File: config.mk
export PLATFORM = sky130hd
export DESIGN_NAME = sn74ls153_dual_mux_flat
export DESIGN_NICKNAME = d
export VERILOG_FILES = /design/src/rtl/sn74ls153_dual_mux_if.sv /design/src/rtl/sn74ls153_dual_mux.sv /design/src/flat_wrapper.sv
export SDC_FILE = /design/constraint.sdc
export NUM_CORES = 1
export LEC_CHECK = 0
export CORE_AREA = 3 3 40 42
export CTS_CLUSTER_SIZE = 14
export DETAILED_ROUTE_END_ITERATION = 8
export DIE_AREA = 0 0 43 45
export GPL_TIMING_DRIVEN = 1
export PLACE_DENSITY_LB_ADDON = 0.12
export SLEW_MARGIN = 20
export SYNTH_ARGS = -nofsm -noshare
export SYNTH_HDL_FRONTEND = slang
export SYNTH_SLANG_ARGS = --single-unit
File: constraint.sdc
create_clock -name clk -period 2 [get_ports clk]
set_input_delay 0.3 -clock clk [delete_from_list [all_inputs] [get_ports clk]]
set_output_delay 0.3 -clock clk [all_outputs]
set_load 0.02 [all_outputs]
File: src/rtl/sn74ls153_dual_mux_if.sv
// Pin bundle for the dual 4-to-1 selector: shared selects, two strobed sections.
interface sn74ls153_dual_mux_if #(
    parameter int WIDTH = 1
);
    logic             A;
    logic             B;
    logic [WIDTH-1:0] C0;
    logic [WIDTH-1:0] C1;
    logic [WIDTH-1:0] C2;
    logic [WIDTH-1:0] C3;
    logic             G;
    logic [WIDTH-1:0] Y;
    logic [WIDTH-1:0] D0;
    logic [WIDTH-1:0] D1;
    logic [WIDTH-1:0] D2;
    logic [WIDTH-1:0] D3;
    logic             G2;
    logic [WIDTH-1:0] Y2;

    modport master (
        output A, B, C0, C1, C2, C3, G, D0, D1, D2, D3, G2,
        input  Y, Y2
    );

    modport slave (
        input  A, B, C0, C1, C2, C3, G, D0, D1, D2, D3, G2,
        output Y, Y2
    );
endinterface

File: src/rtl/sn74ls153_dual_mux.sv
// 74LS153 dual 4-to-1 data selector; outputs optionally registered with
// one-cycle latency and synchronous active-low clear.
module sn74ls153_dual_mux #(
    parameter int WIDTH      = 1,
    parameter bit REGISTERED = 1'b1
) (
    input  logic                  clk,
    input  logic                  rst_n,
    sn74ls153_dual_mux_if.slave   bus
);
    logic [1:0]       sel;
    logic [WIDTH-1:0] y_next;
    logic [WIDTH-1:0] y2_next;

    assign sel = {bus.B, bus.A};

    // Each bit lane is an independent 4:1 selector gated by its section strobe.
    generate
        for (genvar gi = 0; gi < WIDTH; gi++) begin : g_lane
            logic [3:0] c_bits;
            logic [3:0] d_bits;
            assign c_bits = {bus.C3[gi], bus.C2[gi], bus.C1[gi], bus.C0[gi]};
            assign d_bits = {bus.D3[gi], bus.D2[gi], bus.D1[gi], bus.D0[gi]};
            assign y_next[gi]  = ~bus.G  & c_bits[sel];
            assign y2_next[gi] = ~bus.G2 & d_bits[sel];
        end
    endgenerate

    generate
        if (REGISTERED) begin : g_reg
            logic [WIDTH-1:0] y_reg;
            logic [WIDTH-1:0] y2_reg;

            always_ff @(posedge clk) begin
                if (!rst_n) begin
                    y_reg  <= '0;
                    y2_reg <= '0;
                end else begin
                    y_reg  <= y_next;
                    y2_reg <= y2_next;
                end
            end

            assign bus.Y  = y_reg;
            assign bus.Y2 = y2_reg;
        end else begin : g_comb
            // Clock and reset have no role in the combinational variant.
            logic unused_clk_rst;
            assign unused_clk_rst = clk ^ rst_n;
            assign bus.Y  = y_next;
            assign bus.Y2 = y2_next;
        end
    endgenerate
endmodule

File: src/flat_wrapper.sv
// flat-port wrapper written by rule: the top's interface ports become plain ports
module sn74ls153_dual_mux_flat 
#(
    parameter int WIDTH      = 1,
    parameter bit REGISTERED = 1'b1
)
  (clk, rst_n, bus_A, bus_B, bus_C0, bus_C1, bus_C2, bus_C3, bus_G, bus_D0, bus_D1, bus_D2, bus_D3, bus_G2, bus_Y, bus_Y2);
  sn74ls153_dual_mux_if #(.WIDTH(WIDTH)) bus_i ();
  input  logic clk;
  input  logic rst_n;
  input wire logic [$bits(bus_i.A)-1:0] bus_A;
  input wire logic [$bits(bus_i.B)-1:0] bus_B;
  input wire logic [$bits(bus_i.C0)-1:0] bus_C0;
  input wire logic [$bits(bus_i.C1)-1:0] bus_C1;
  input wire logic [$bits(bus_i.C2)-1:0] bus_C2;
  input wire logic [$bits(bus_i.C3)-1:0] bus_C3;
  input wire logic [$bits(bus_i.G)-1:0] bus_G;
  input wire logic [$bits(bus_i.D0)-1:0] bus_D0;
  input wire logic [$bits(bus_i.D1)-1:0] bus_D1;
  input wire logic [$bits(bus_i.D2)-1:0] bus_D2;
  input wire logic [$bits(bus_i.D3)-1:0] bus_D3;
  input wire logic [$bits(bus_i.G2)-1:0] bus_G2;
  output wire logic [$bits(bus_i.Y)-1:0] bus_Y;
  output wire logic [$bits(bus_i.Y2)-1:0] bus_Y2;
  assign bus_i.A = bus_A;
  assign bus_i.B = bus_B;
  assign bus_i.C0 = bus_C0;
  assign bus_i.C1 = bus_C1;
  assign bus_i.C2 = bus_C2;
  assign bus_i.C3 = bus_C3;
  assign bus_i.G = bus_G;
  assign bus_i.D0 = bus_D0;
  assign bus_i.D1 = bus_D1;
  assign bus_i.D2 = bus_D2;
  assign bus_i.D3 = bus_D3;
  assign bus_i.G2 = bus_G2;
  assign bus_Y = bus_i.Y;
  assign bus_Y2 = bus_i.Y2;
  sn74ls153_dual_mux #(.WIDTH(WIDTH), .REGISTERED(REGISTERED)) u_core (.clk(clk), .rst_n(rst_n), .bus(bus_i));
endmodule
After elaboration in Yosys (flattened, before gate mapping)
Cells that the tools add are included.
- shift-type cells: 0
- bitwise operators: 4
- divide/modulo/power cells: 0
- multiplexer cells: 4
- $mul: 0
- $add $sub $neg: 0
- reductions and logical operators: 0
- magnitude comparators: 1
- eq/ne operators: 0
- operator list (operator ; count):
    1-bit binary-select mux with 2-bit select ; 2
    2-bit by 3-bit less-than comparator with 1-bit output, second input constant ; 1
    1-bit bitwise AND ; 2
    1-bit 2-to-1 mux ; 2
    1-bit inverter ; 2
- bits in latches: 0
- register bits after elaboration: 2
- memories kept: 0
- bits in writable memories: 0
- word-level logic and storage cells: 11
- input port bits: 14
- memory bits (read-only): 0
- output and inout bits: 2

Depth between registers and ports, before layout
Gate-level depths: netlist (run 1).
- word-level depth: 3
- depth in mapped cells: 2
- gate-level depth less buffers: 2

Worst setup path after synthesis (run 1)
No wires, ideal clock.
- path type: input-to-reg
- start point: in bus_A
- end point: reg u_core.g_reg.y_reg, in the netlist u_core.bus.Y
- setup slack: 0.907 ns
- data arrival time: 0.977 ns
- data required time: 1.884 ns
- setup time: 0.116 ns
- path buffers: 0
- stages on the path: 2
- cells stage by stage: mux4_1 > and3b_1
- word-level cells in the longest chain between the ends: 3
- ends and longest elaborated chain (element ; line ; RTL):
    start, declared ; flat_wrapper.sv:11 ; input wire logic [$bits(bus_i.A)-1:0] bus_A;
    1-bit binary-select mux with 2-bit select ; sn74ls153_dual_mux.sv:24 ; assign y_next[gi] = ~bus.G & c_bits[sel];
    1-bit 2-to-1 mux (not written as such) ; sn74ls153_dual_mux.sv:24 ;
    1-bit bitwise AND ; sn74ls153_dual_mux.sv:24 ;
    end signal, assigned ; sn74ls153_dual_mux.sv:39 ; y_reg <= y_next;
    end, declared ; sn74ls153_dual_mux.sv:31 ; logic [WIDTH-1:0] y_reg;
Every way passes these cells. The select of a mux whose other input is x is not followed.
A chain may end at the register's enable or synchronous reset.

Final worst setup path (run 1)
- start point: in bus_A
- end point: reg u_core.g_reg.y2_reg, in the netlist u_core.bus.Y2
- word-level cells in the longest chain between the ends: 3
- ends and longest elaborated chain (element ; line ; RTL):
    1-bit binary-select mux with 2-bit select ; sn74ls153_dual_mux.sv:25 ; assign y2_next[gi] = ~bus.G2 & d_bits[sel];
    1-bit 2-to-1 mux (not written as such) ; sn74ls153_dual_mux.sv:25 ;
    1-bit bitwise AND ; sn74ls153_dual_mux.sv:25 ;
    end signal, assigned ; sn74ls153_dual_mux.sv:40 ; y2_reg <= y2_next;
    end, declared ; sn74ls153_dual_mux.sv:32 ; logic [WIDTH-1:0] y2_reg;
Every way passes these cells. The select of a mux whose other input is x is not followed.

==> metrics.yaml, run 1 <==
outcome: "finished clean"
startpoint_type: "input port"
synth_top_area_share_pct: 47.7
worst_slack_ns: 0.566
nNetsFinal: 40
final_cell_mix: "clkdlybuf4s50_1 (15), clkbuf_4 (3), mux4_1 (2), and3b_1 (2), dfxtp_1 (2)"
seq_area_sq_um: 40.0
cts_resized: 0
ir_worst_vdd_mv: 0.0962
vias_per_cell: 3.49
path_buf_inv: 1
synth_area_sq_um: 110
ant_nets: 0
hold_path_startpoint: "bus_G2"
yosys.area.top_type: "mux4_1"
cts_hold_repair.buffers: 0
combPwrFrac_pct: 23.8
grt_pass1_wl_um: 538
post-place-ws_ns: 0.321
p_sw_share_pct: 17.5
grt_usage_pct: 4.25
fmax_mhz: 697
post-route-util_pct: 23.5
netlist_instances: 6
syn_nets: 20
hp-class: "in -> reg"
yosys-top-cells-area: "mux4_1 (48%), dfxtp_1 (36%), and3b_1 (16%)"
grt_busiest_layer: "met4"
setup_tns_ns: 0
area_delta_synth_final_pct: 174
use_met3_pct: 2.79
crit_type: "in -> reg"
avgSynthCellArea_sq_um: 18.4
die_h_um: 45
die_w_um: 43
grt_pass1_vias: 164
end_kind: "flop"
cts_tree: "yes"
ys_warn_count: 0
drc: 0
post-route-period-util_pct: 71.7
dieArea_sq_mm: 0.00194
final_cells: 39
grt_use_met1_pct: 1.94
grt_antenna_before_repair: 0
grt_max_degree: 3
intPower_uw: 141
cp_data_arrival_time_ns: 1.54
critPathMaxStageDelay_ns: 0.56
io_buffers: 15
worst_pin_slew_ns: 0.214
met2_usage_pct: 7.19
critPathTopFamily: "multiplexers"
h-tree-depth: 1
dp.cells: 36
clockBufferDepth: 2
power_leakage_nw: 0.123
wl_um: 340
ios: 16
drt_iter0_markers: 0
drv_slew: 0
cts_buffers: 3
crit_start: "bus_A"
setup_viol: 0
worst_path_max_delay_cell: "mux4_1"
cp_data_required_time_ns: 2.11
layout-drive-gt1-share_pct: 12.5
grt_overflow: 0
synth_seq_cells: 2
final_common_cell: "clkdlybuf4s50_1"
crit_path_max_fanout: 2
dr_total_vias: 136
p_clk_share_pct: 51.1
row_count: 13
ys_seq_area_share_pct: 36.4
period_needed_ns: 1.43
antenna_cells: 0
cts_root_buf: "clkbuf_4"
power_frac_seq_pct: 25.2
cap_violations: 0
coreArea_sq_mm: 0.00128
relSlewSlack_pct: 85.7
grt_setup_unrepaired: "no"
n_fill_cell: 139
initial_core_util_pct: 8.57
synth.distinct_cells: 3
cts.clk_slew.worst_paths_ns: 0.03
avgRoutedWirePerCell_um: 8.72
gp_congestion: 0.570
multiInputGateArea_sq_um: 70.1
power_switching_uw: 30.0
cts_sinks: 2
finalHoldViolCount: 0
cts_setup_buffers: 0
drt_pre_antenna_iters: 1
worstPathCellList: "clkdlybuf4s50_1 -> mux4_1 -> and3b_1"
p_per_area_mw_per_mm2: 566
-- registers in the layout, indices dropped and copies added (netlist names) --
| name | count |
|---|---|
| u_core.bus.Y | 1 |
| u_core.bus.Y2 | 1 |
-- cells by family (layout without fill, tap and decap cells) --
logic type	Yosys count	count (layout)	synth area share [%]
DFF	2	2	36.4
muxes	2	2	47.7
buffers and inverters	0	18	0
and+or+nand+nor	2	2	15.9
-- final cells by class --
cell class	instances	share of cell area, %
Multi-Input combinational cell	4	23.2
Sequential cell	2	13.3
Tap cell	15	6.22
Clock buffer	3	7.47
Timing Repair Buffer	15	49.8
-- final timing paths --
path / cells after the start / slack [ns] / end
min: 2 / 0.69 / u_core.bus.Y2$_SDFF_PN0_
max: 3 / 0.57 / u_core.bus.Y2$_SDFF_PN0_
-- metrics by stage --
stage | hold slack [ns] | power (mW) | instance area, sq um
3_3_place_gp | 0.924 | 0.0849 | 279
6_report | 0.695 | 0.171 | 302
5_1_grt | 0.705 | 0.188 | 302
2_1_floorplan | 0.456 | 0.0543 | 110
3_5_place_dp | 0.923 | 0.0848 | 279
4_1_cts | 0.691 | 0.178 | 302
-- Yosys cell counts, drive strengths merged --
| library cell | number |
|---|---|
| and3b | 2 |
| mux4 | 2 |
| dfxtp | 2 |
-- power by group through the flow --
stage               Sequential [mW]  Clock (mW)  Combinational, mW
detailed placement           0.0435           0             0.0413
global route                 0.0431       0.102             0.0429
floorplan                    0.0462           0            0.00807
CTS                          0.0430      0.0932             0.0414
finish                       0.0430      0.0873             0.0406
global placement             0.0434           0             0.0414
-- routing by layer --
layer / wire length [um] / vias to the layer above
met2: 194 / 14
met5: 0 / -
li1: - / 65
met4: 0 / 0
met1: 74 / 57
met3: 71 / 0
Note: power is estimated with default switching activity, not from simulation.
==> run 2, diff against run 1 <==
==> constraint.sdc (replaced) <==
create_clock -name clk -period 1.44 [get_ports clk]
set_input_delay 0.216 -clock clk [delete_from_list [all_inputs] [get_ports clk]]
set_output_delay 0.216 -clock clk [all_outputs]
set_load 0.02 [all_outputs]
==> metrics.yaml, run 2 (synthesis gave the netlist of run 1 again) <==
outcome: "finished clean"  # unchanged
post-route-util_pct: 23.5  # unchanged
min_path_cells: 2  # unchanged
drc: 0  # unchanged
critPathMaxStageDelay_ns: 0.56  # about the same
drt_pre_antenna_iters: 1  # unchanged
gp_congestion: 0.577  # was 0.570
wl_um: 335  # was 340 um
power_leakage_nw: 0.123  # unchanged
cts_sinks: 2  # unchanged
post-place-ws_ns: -0.171  # was 0.321 ns
layout-drive-gt1-share_pct: 12.5  # unchanged
antenna_cells: 0  # unchanged
crit_type: "in -> reg"  # unchanged
dieArea_sq_mm: 0.00194  # unchanged
h-tree-depth: 1  # unchanged
met2_usage_pct: 7.49  # was 7.19%
cts_root_buf: "clkbuf_4"  # unchanged
ant_nets: 0  # unchanged
nNetsFinal: 40  # unchanged
cp_data_arrival_time_ns: 1.47  # was 1.54 ns
io_buffers: 15  # unchanged
ios: 16  # unchanged
grt_antenna_before_repair: 0  # unchanged
grt_pass1_vias: 137  # was 164
ir_worst_vdd_mv: 0.192  # was 0.0962 mV
post-route-period-util_pct: 94.6
dp.cells: 36  # unchanged
cp_data_required_time_ns: 1.55  # was 2.11 ns
worstPathCellList: "clkdlybuf4s50_1 -> mux4_1 -> and3b_1"  # unchanged
dr_total_vias: 133  # was 136
grt_max_degree: 3  # unchanged
worst_path_max_delay_cell: "mux4_1"  # unchanged
relSlewSlack_pct: 85.8  # was 85.7%
final_common_cell: "clkdlybuf4s50_1"  # unchanged
cts_buffers: 3  # unchanged
finalHoldViolCount: 0  # unchanged
grt_usage_pct: 3.50  # was 4.25%
end_kind: "flop"  # unchanged
grt_overflow: 0  # unchanged
drv_slew: 0  # unchanged
final_cell_mix: "clkdlybuf4s50_1 (15), clkbuf_4 (3), mux4_1 (2), and3b_1 (2), dfxtp_1 (2)"  # unchanged
worst_pin_slew_ns: 0.212  # was 0.214 ns
grt_busiest_layer: "met2"  # was met4
area_delta_synth_final_pct: 174  # unchanged
final_cells: 39  # unchanged
die_w_um: 43  # unchanged
vias_per_cell: 3.41  # was 3.49
initial_core_util_pct: 8.57  # unchanged
grt_setup_unrepaired: "no"  # unchanged
period_needed_ns: 1.36
cts_resized: 0  # unchanged
setup_viol: 0  # unchanged
row_count: 13  # unchanged
grt_pass1_wl_um: 476  # was 538 um
startpoint_type: "input port"  # unchanged
fmax_mhz: 734
drt_iter0_markers: 0  # unchanged
cts_hold_repair.buffers: 0  # unchanged
p_per_area_mw_per_mm2: 779  # was 566 mW/mm^2
worst_slack_ns: 0.0776  # was 0.566 ns
cts_setup_buffers: 0  # unchanged
use_met3_pct: 0.797  # was 2.79%
cap_violations: 0  # unchanged
avgRoutedWirePerCell_um: 8.59  # was 8.72 um
cts_tree: "yes"  # unchanged
cts.clk_slew.worst_paths_ns: 0.03  # about the same
grt_use_met1_pct: 2.18  # was 1.94%
coreArea_sq_mm: 0.00128  # unchanged
clockBufferDepth: 2  # unchanged
die_h_um: 45  # unchanged
hp-class: "in -> reg"  # unchanged
crit_path_max_fanout: 2  # unchanged
[run 2: where the power goes]
part	internal, mW	switching [mW]
Clock	0.0916	0.0273
Sequential	0.0589	0.000786
Combinational	0.0450	0.0115
Total	0.195	0.0396
[run 2: through the flow]
| stage | hold WS [ns] | setup TNS [ns] | cell area (sq um) | power [mW] |
|---|---|---|---|---|
| floorplan | 0.372 | 0 | 110 | 0.0753 |
| global placement | 0.841 | -0.306 | 279 | 0.118 |
| detailed placement | 0.843 | -0.319 | 279 | 0.118 |
| CTS | 0.610 | 0 | 302 | 0.245 |
| global route | 0.630 | 0 | 302 | 0.247 |
| finish | 0.614 | 0 | 302 | 0.235 |
[run 2: layer usage]
layer  share of wire [%]  vias up
met3                  17        0
met1                  28       55
met5                   0        -
met2                  54       14
li1                    -       64
met4                   0        0
[run 2: final timing paths]
path / startpoint / to / slack (ns)
worst max-delay path: bus_A / u_core.bus.Y2$_SDFF_PN0_ / 0.08
worst min-delay path: bus_G2 / u_core.bus.Y2$_SDFF_PN0_ / 0.61
[run 2: area by class of cell]
type / instances / area, sq um
fillers: 135 / 983
repair buffers: 15 / 150
multi-input cells: 4 / 70.1
flip-flops and latches: 2 / 40.0
clock buffers: 3 / 22.5
well taps: 15 / 18.8
[run 2: worst max-delay path, delay by kind of cell]
family	cells	cell delay [ns]
AND/OR/NAND/NOR	1	0.19
buffers and inverters	1	0.51
multiplexers	1	0.56
==> run 3, diff against run 2 <==
--- a/config.mk
+++ b/config.mk
@@ -5,6 +5,7 @@
 export SDC_FILE = /design/constraint.sdc
 export NUM_CORES = 1
 export LEC_CHECK = 0
+export CAP_MARGIN = 20
 export CORE_AREA = 3 3 40 42
 export CTS_CLUSTER_SIZE = 14
 export DETAILED_ROUTE_END_ITERATION = 8
==> results of run 3 <==
No change in the layout: final DEF, timing and power equal those of run 2.
